==> src/rtl/mips_mem_dump.sv <==
// mips_mem_dump
//   Read-out engine for the single-cycle MIPS core's data memory. An accepted
//   start halts the core. The engine then reads a contiguous range of words
//   through the memory's combinational read port. Each word is streamed out
//   on a valid/ready interface together with its address.
//
// Ports
//   clk        clock; every state update happens on the rising edge
//   rst        asynchronous, active-low reset
//   start      one-cycle dump request; only looked at while idle
//   base_addr  first word address; latched when start is accepted
//   count      number of words, 0 .. 2**ADDR_W; latched when start is accepted
//   abort      cancels a dump that is in progress
//   halt_cpu   stalls the core's PC, register file and memory writes
//   mem_addr   data-memory read address
//   mem_rd_en  read strobe; high only while a word is being read
//   mem_rdata  combinational read data for mem_addr
//   out_valid  a dumped word is on out_data / out_addr
//   out_ready  the sink accepts the word
//   out_data   the dumped word
//   out_addr   the word address of out_data
//   busy       high whenever a dump is in progress
//   done       one-cycle pulse when a dump completes
module mips_mem_dump #(
  parameter int ADDR_W      = 8,
  parameter int DATA_W      = 32,
  parameter int HALT_CYCLES = 2
) (
  input  logic              clk,
  input  logic              rst,
  input  logic              start,
  input  logic [ADDR_W-1:0] base_addr,
  input  logic [ADDR_W:0]   count,
  input  logic              abort,
  output logic              halt_cpu,
  output logic [ADDR_W-1:0] mem_addr,
  output logic              mem_rd_en,
  input  logic [DATA_W-1:0] mem_rdata,
  output logic              out_valid,
  input  logic              out_ready,
  output logic [DATA_W-1:0] out_data,
  output logic [ADDR_W-1:0] out_addr,
  output logic              busy,
  output logic              done
);

  localparam int HC_W = (HALT_CYCLES < 1) ? 1 : $clog2(HALT_CYCLES + 1);

  typedef enum logic [2:0] {IDLE, HALT, READ, SEND, DONE} state_t;

  state_t            state;
  logic [ADDR_W-1:0] cur_addr;
  logic [ADDR_W:0]   remaining;   // one bit wider so a full-memory dump fits
  logic [HC_W-1:0]   halt_cnt;

  always_ff @(posedge clk or negedge rst) begin
    if (!rst) begin
      state     <= IDLE;
      cur_addr  <= '0;
      remaining <= '0;
      halt_cnt  <= '0;
      halt_cpu  <= 1'b0;
      mem_addr  <= '0;
      mem_rd_en <= 1'b0;
      out_valid <= 1'b0;
      out_data  <= '0;
      out_addr  <= '0;
      busy      <= 1'b0;
      done      <= 1'b0;
    end else begin
      done <= 1'b0;
      // Abort wins over everything, including a handshake in the same cycle.
      if (state != IDLE && abort) begin
        state     <= IDLE;
        halt_cpu  <= 1'b0;
        mem_rd_en <= 1'b0;
        out_valid <= 1'b0;
        busy      <= 1'b0;
      end else begin
        unique case (state)
          IDLE: begin
            if (start) begin
              if (count == '0) begin
                // An empty dump completes at once, without disturbing the core.
                done <= 1'b1;
              end else begin
                cur_addr  <= base_addr;
                remaining <= count;
                halt_cnt  <= '0;
                halt_cpu  <= 1'b1;
                busy      <= 1'b1;
                state     <= HALT;
              end
            end
          end
          HALT: begin
            // halt_cpu is already registered high on entry. The extra count
            // step gives the core HALT_CYCLES full cycles of seeing the
            // stall before the first read.
            if (halt_cnt == HC_W'(HALT_CYCLES)) begin
              mem_addr  <= cur_addr;
              mem_rd_en <= 1'b1;
              state     <= READ;
            end else begin
              halt_cnt <= halt_cnt + HC_W'(1);
            end
          end
          READ: begin
            out_data  <= mem_rdata;
            out_addr  <= mem_addr;
            out_valid <= 1'b1;
            mem_rd_en <= 1'b0;
            state     <= SEND;
          end
          SEND: begin
            if (out_ready) begin
              out_valid <= 1'b0;
              if (remaining == (ADDR_W+1)'(1)) begin
                done     <= 1'b1;
                halt_cpu <= 1'b0;
                busy     <= 1'b0;
                state    <= DONE;
              end else begin
                // The address wraps naturally at the top of memory.
                cur_addr  <= cur_addr + ADDR_W'(1);
                mem_addr  <= cur_addr + ADDR_W'(1);
                remaining <= remaining - (ADDR_W+1)'(1);
                mem_rd_en <= 1'b1;
                state     <= READ;
              end
            end
          end
          DONE: begin
            state <= IDLE;
          end
          default: begin
            state <= IDLE;
          end
        endcase
      end
    end
  end

endmodule

==> config.mk <==
export PLATFORM = sky130hd
export DESIGN_NAME = mips_mem_dump
export DESIGN_NICKNAME = d
export VERILOG_FILES = /design/src/rtl/mips_mem_dump.sv
export SDC_FILE = /design/constraint.sdc
export NUM_CORES = 1
export LEC_CHECK = 0
export CAP_MARGIN = 0
export CORE_MARGIN = 2
export CORE_UTILIZATION = 40
export DETAILED_ROUTE_END_ITERATION = 8
export PLACE_DENSITY = 0.7
export SLEW_MARGIN = 0
export SYNTH_ARGS = -nofsm -noshare
export SYNTH_HDL_FRONTEND = slang
export SYNTH_SLANG_ARGS = --single-unit
==> constraint.sdc <==
create_clock -name clk -period 2.1 [get_ports clk]
set_input_delay 0.525 -clock clk [delete_from_list [all_inputs] [get_ports clk]]
set_output_delay 0.525 -clock clk [all_outputs]
set_load 0.02 [all_outputs]
# Word-level counts from Yosys, hierarchy flattened
# Index checks and enable logic that the tools add are counted.
[totals]
reg_bits = 74
out_inout_bits = 53
input_bits = 54
[op_classes]
eq_ne = 17
bitwise = 1
n_mux = 43
addsub = 3
n_reduce_logical = 18
[ops]
columns = ["cell", "count"]
rows = [
  ["two-way mux 8 bit", 5],
  ["two-way mux 9 bit", 4],
  ["case mux 8 bit (2 select lines)", 2],
  ["two-way mux 3 bit", 6],
  ["!= test 3 bit (second input constant)", 6],
  ["case mux 9 bit (2 select lines)", 1],
  ["two-way mux 1 bit", 16],
  ["AND reduction 5 bit", 3],
  ["!= test 2 bit (second input constant)", 6],
  ["case mux 3 bit (4 select lines)", 1],
  ["== test 9 x 1 -> 1 bit (second input constant)", 1],
  ["zero test 9 bit", 1],
  ["nonzero test 3 bit", 3],
  ["subtractor 9 x 1 -> 9 bit (second input constant)", 1],
  ["adder 8 x 1 -> 8 bit (second input constant)", 1],
  ["AND reduction 4 bit", 2],
  ["== test 3 x 2 -> 1 bit (second input constant)", 2],
  ["two-way mux 2 bit", 3],
  ["case mux 1 bit (2 select lines)", 3],
  ["AND reduction 6 bit", 1],
  ["nonzero test 2 bit", 3],
  ["case mux 2 bit (2 select lines)", 1],
  ["AND reduction 2 bit", 2],
  ["nonzero test 4 bit", 1],
  ["7 further kinds", 7],
]

# Depth between registers and ports, before layout
[depth]
word_depth = 5
depth_mapped = 8
depth_no_buf = 7

# Worst setup path after synthesis
# OpenSTA, ideal clock, no wires.
[synth_path]
path_kind = "in2reg"
startpoint = "input port count[2]"
endpoint = "register remaining[5]"
path_stages = 5
required_time_ns = 1.979
t_arrival_ns = 1.738
path_slack_ns = 0.241
n_path_buf = 0
cell_sequence = "nor4_2 nand3_1 a21oi_1 nor2_4 a22o_1"
[synth_between]
elab_chain_len = 3
[synth_rtl]
columns = ["item", "line_no", "text"]
rows = [
  ["start, declared", "33", "input logic [ADDR_W:0] count,"],
  ["zero test 9 bit", "83", "if (count == '0) begin"],
  ["!= test 2 bit (no source line)", "-", ""],
  ["AND reduction 6 bit (no source line)", "-", ""],
  ["end signal, assigned", "88", "remaining <= count;"],
  ["end signal, assigned", "127", "remaining <= remaining - (ADDR_W+1)'(1);"],
  ["end, declared", "53", "logic [ADDR_W:0] remaining;"],
]
# Every way passes these cells.
# A chain may end at the register's enable or synchronous reset.

# Final worst setup path
[layout_path]
startpoint = "input port abort"
endpoint = "register remaining[8]"
[layout_between]
elab_chain_len = 3
[layout_rtl]
columns = ["item", "line_no", "text"]
rows = [
  ["start, declared", "34", "input logic abort,"],
  ["logical AND 1 bit", "73", "if (state != IDLE && abort) begin"],
  ["inverter 1 bit (no source line)", "-", ""],
  ["AND reduction 6 bit (no source line)", "-", ""],
]
# Every way passes these cells.

==> impl_metrics.toml <==
[sta]
max_freq_mhz = 518.1
tightestPinTransition_ns = 0.4898
rsz0062_at_grt = "no"
fin_crit_sh = 0.9191
max_slew_margin = 0.6641
finClkSkew_ns = 0.009938
fin_crit_ns = 1.930
finalSetupViolations = 0
whs_ns = 0.05271
slew_violations = 0
hold_viol = 0

[die]
initial_core_util = 0.4102
fp.coreArea_mm2 = 0.008678
dieArea_mm2 = 0.009670
die_w_um = 98.34
row_count = 34
io-pin-count = 107
die_h_um = 98.34

[detailed_routing]
drt-wirelength-per-cell_um = 14.67
drtAntennaViolNets = 0
num_vias = 2998
drc = 0
detail_route.vias_per_cell = 5.278
drt_first_pass_iters = 4
drt_iter0_markers = 103
drt_wl_total_mm = 8.335

[grt]
grt_pass1_vias = 2913
gr-total-overflow = 0
antenna_found_initial = 0
track_usage = 0.1739
grt_first_pass_wirelength_mm = 13.88
grt_start_max_net_pins = 59

[clocking]
cts_sinks = 74
cts.repair.resized = 0
cts_tree = "yes"
cts_inserted_buffers = 9
htreeDepth = 3
cts_setup_buffers = 0
cts_hold_buffers = 0
cts_buffer_depth = 2
cts_root_buf = "clkbuf_8"
worstSkewPairLatency_ns = 0.33
clk_pin_slew_worst_paths_ns = 0.08

[yosys]
syn_inst = 324
yosys-top-cells-area = "dfrtp_1 (52%), mux2_2 (13%), a21oi_1 (3.5%)"
synth_edf_count = 0
synth_ff_type = "dfrtp_1"
avgSynthCellArea_um2 = 10.99
ys_warn_count = 0
yosysUniqueCellTypes = 53
ys_seq_area_frac = 0.5202
synth.largest_area_cell = "dfrtp_1"
ys_seq_elements = 74
synth_top_area_share = 0.5202
synth_nets = 382
syn-cell-area_mm2 = 0.003560
ys_async_sr_fraction = 1.000

[placement]
placed_cell_area_mm2 = 0.004916
place_hpwl_mm = 6.326
dp_cells = 552
gp_congestion = 0.8983
numPortBuffers = 106

[finish]
num-nets-final = 513
drive_above_1_share = 0.2196
finalNonFillerCells = 568
final_area_mm2 = 0.005126
n_antenna_cell = 0
areaGrowthSynthToFinish_pct = 44.01
fin_util = 0.5907

[worst_setup_path]
worst-path-max-fanout = 7
crit_family = "buffers and inverters"
critPathBufInv = 3
cp-end-kind = "flip-flop"
critical_path_class = "primary input to flip-flop"
worst_path_largest_cell_delay_ns = 0.57
reg2reg_slack_ns = 0.18
startpoint_type = "primary input"
worstPathArrival_ns = 2.13
cp_slowest_cell = "clkdlybuf4s50_1"
path_cells = "clkdlybuf4s50_1 > inv_1 > mux2i_1 > a21oi_4 > buf_4 > a31oi_1 > a21oi_1"
required_ns = 2.30

[power_and_ir_drop]
powerDensity_mw_per_mm2 = 1509
peakVddDrop_v = 0.0005450
p_total_mw = 7.736
p_leak_nw = 2.104

[min_path]
min_path_type = "primary input to asynchronous set/reset pin"

[outcome]
status = "complete, no violations"

[job]
drv_cap = 0
-- through the flow --
stage / setup TNS (ns) / setup WS [ns]
floorplan: 0 / 0.2414
global placement: -1.705 / -0.1100
detailed placement: -3.367 / -0.1586
CTS: 0 / 0.1885
global route: 0 / 0.03407
finish: 0 / 0.1699
-- final cells by class --
cell class,count,area [um2]
clock buffer,11,131.4
clock inverter,5,78.83
fill,739,3552
inverter,8,30.03
multi-input combinational,225,1583
sequential,74,1852
tap,108,135.1
timing repair buffer,137,1316
-- power breakdown --
part           leakage, nW  internal [mW]  switching, mW
Clock                0.107          0.669          0.503
Sequential           0.878           2.12          0.531
Combinational         1.12           2.02           1.90
-- state kept, by name (all words and copies together) (netlist names) --
name	cells
state	3
cur_addr	8
remaining	9
mem_rd_en	1
done	1
mem_addr	8
halt_cnt	2
out_valid	1
out_data	32
busy	1
out_addr	8
-- worst paths after layout --
kind / start / end / depth (start not counted)
setup / recovery: abort / remaining[8]$_DFFE_PN0P_ / 7
setup reg to reg: state[1]$_DFFE_PN0P_ / remaining[8]$_DFFE_PN0P_ / 6
min in group clk: halt_cnt[0]$_DFFE_PN0P_ / halt_cnt[0]$_DFFE_PN0P_ / 1
hold reg to reg: halt_cnt[0]$_DFFE_PN0P_ / halt_cnt[0]$_DFFE_PN0P_ / 1
hold / removal: rst / out_data[3]$_DFFE_PN0P_ / 1
max in group asynchronous: rst / out_data[1]$_DFFE_PN0P_ / 2
-- cells in the final DEF, fill, tap and decap left out, types with 2 or more instances in the layout --
cell,count
buf_4,30
ha_1,4
clkbuf_8,9
o21ai_0,11
or3_1,3
dfrtp_1,74
o21ai_1,3
o31ai_1,4
bufinv_16,2
buf_12,2
nor2_1,22
nor3_1,7
xor2_1,3
a31o_2,3
a31oi_1,10
nor4_1,3
xnor2_1,4
clkinv_2,2
mux2_2,40
nand2_1,26
mux2i_1,3
a21oi_1,25
clkdlybuf4s50_1,105
clkbuf_1,2
o22ai_1,7
inv_1,8
nand3_1,16
o2bb2ai_1,2
o21bai_1,2
-- worst reg2reg max path, delay by kind of cell, from the launching register on --
family                 cells  cell delay [ns]
flip-flops                 1             0.54
buffers and inverters      1             0.18
multiplexers               1             0.48
AO/OA/AOI/OAI              3             0.36
AND/OR/NAND/NOR            1             0.24
-- cell usage after synthesis (2+ instances only) --
cell type  number
a21oi_1        25
a31o_2          3
a31oi_1        10
buf_2           8
buf_4           4
buf_6           2
clkbuf_1        3
dfrtp_1        74
ha_1            4
inv_1           8
mux2_2         40
mux2i_1         3
nand2_1        26
nand3_1        16
nor2_1         22
nor3_1          7
nor4_1          3
o21ai_0        11
o21ai_1         3
o21bai_1        2
o22ai_1         7
o2bb2ai_1       2
o31ai_1         4
or3_1           3
xnor2_1         4
xor2_1          3
-- logic make-up after synthesis --
| group | Yosys count | share of synthesized area |
|---|---|---|
| fa+ha+maj | 4 | 0.01406 |
| mux | 43 | 0.1350 |
| flops | 74 | 0.5202 |
| compound gates | 78 | 0.1410 |
| buf+inv | 25 | 0.03761 |
| simple gates | 93 | 0.1350 |
| xor+xnor | 7 | 0.01722 |
-- metal layers --
| layer | global-route usage | up-vias | part of all wire |
|---|---|---|---|
| met5 | 0 | - | 0 |
| met4 | 0.05479 | 0 | 0.0072 |
| li1 | - | 1433 | - |
| met1 | 0.2447 | 1457 | 0.46 |
| met2 | 0.2742 | 102 | 0.47 |
| met3 | 0.03221 | 6 | 0.062 |
No activity file was read; power rests on OpenSTA's default activity.
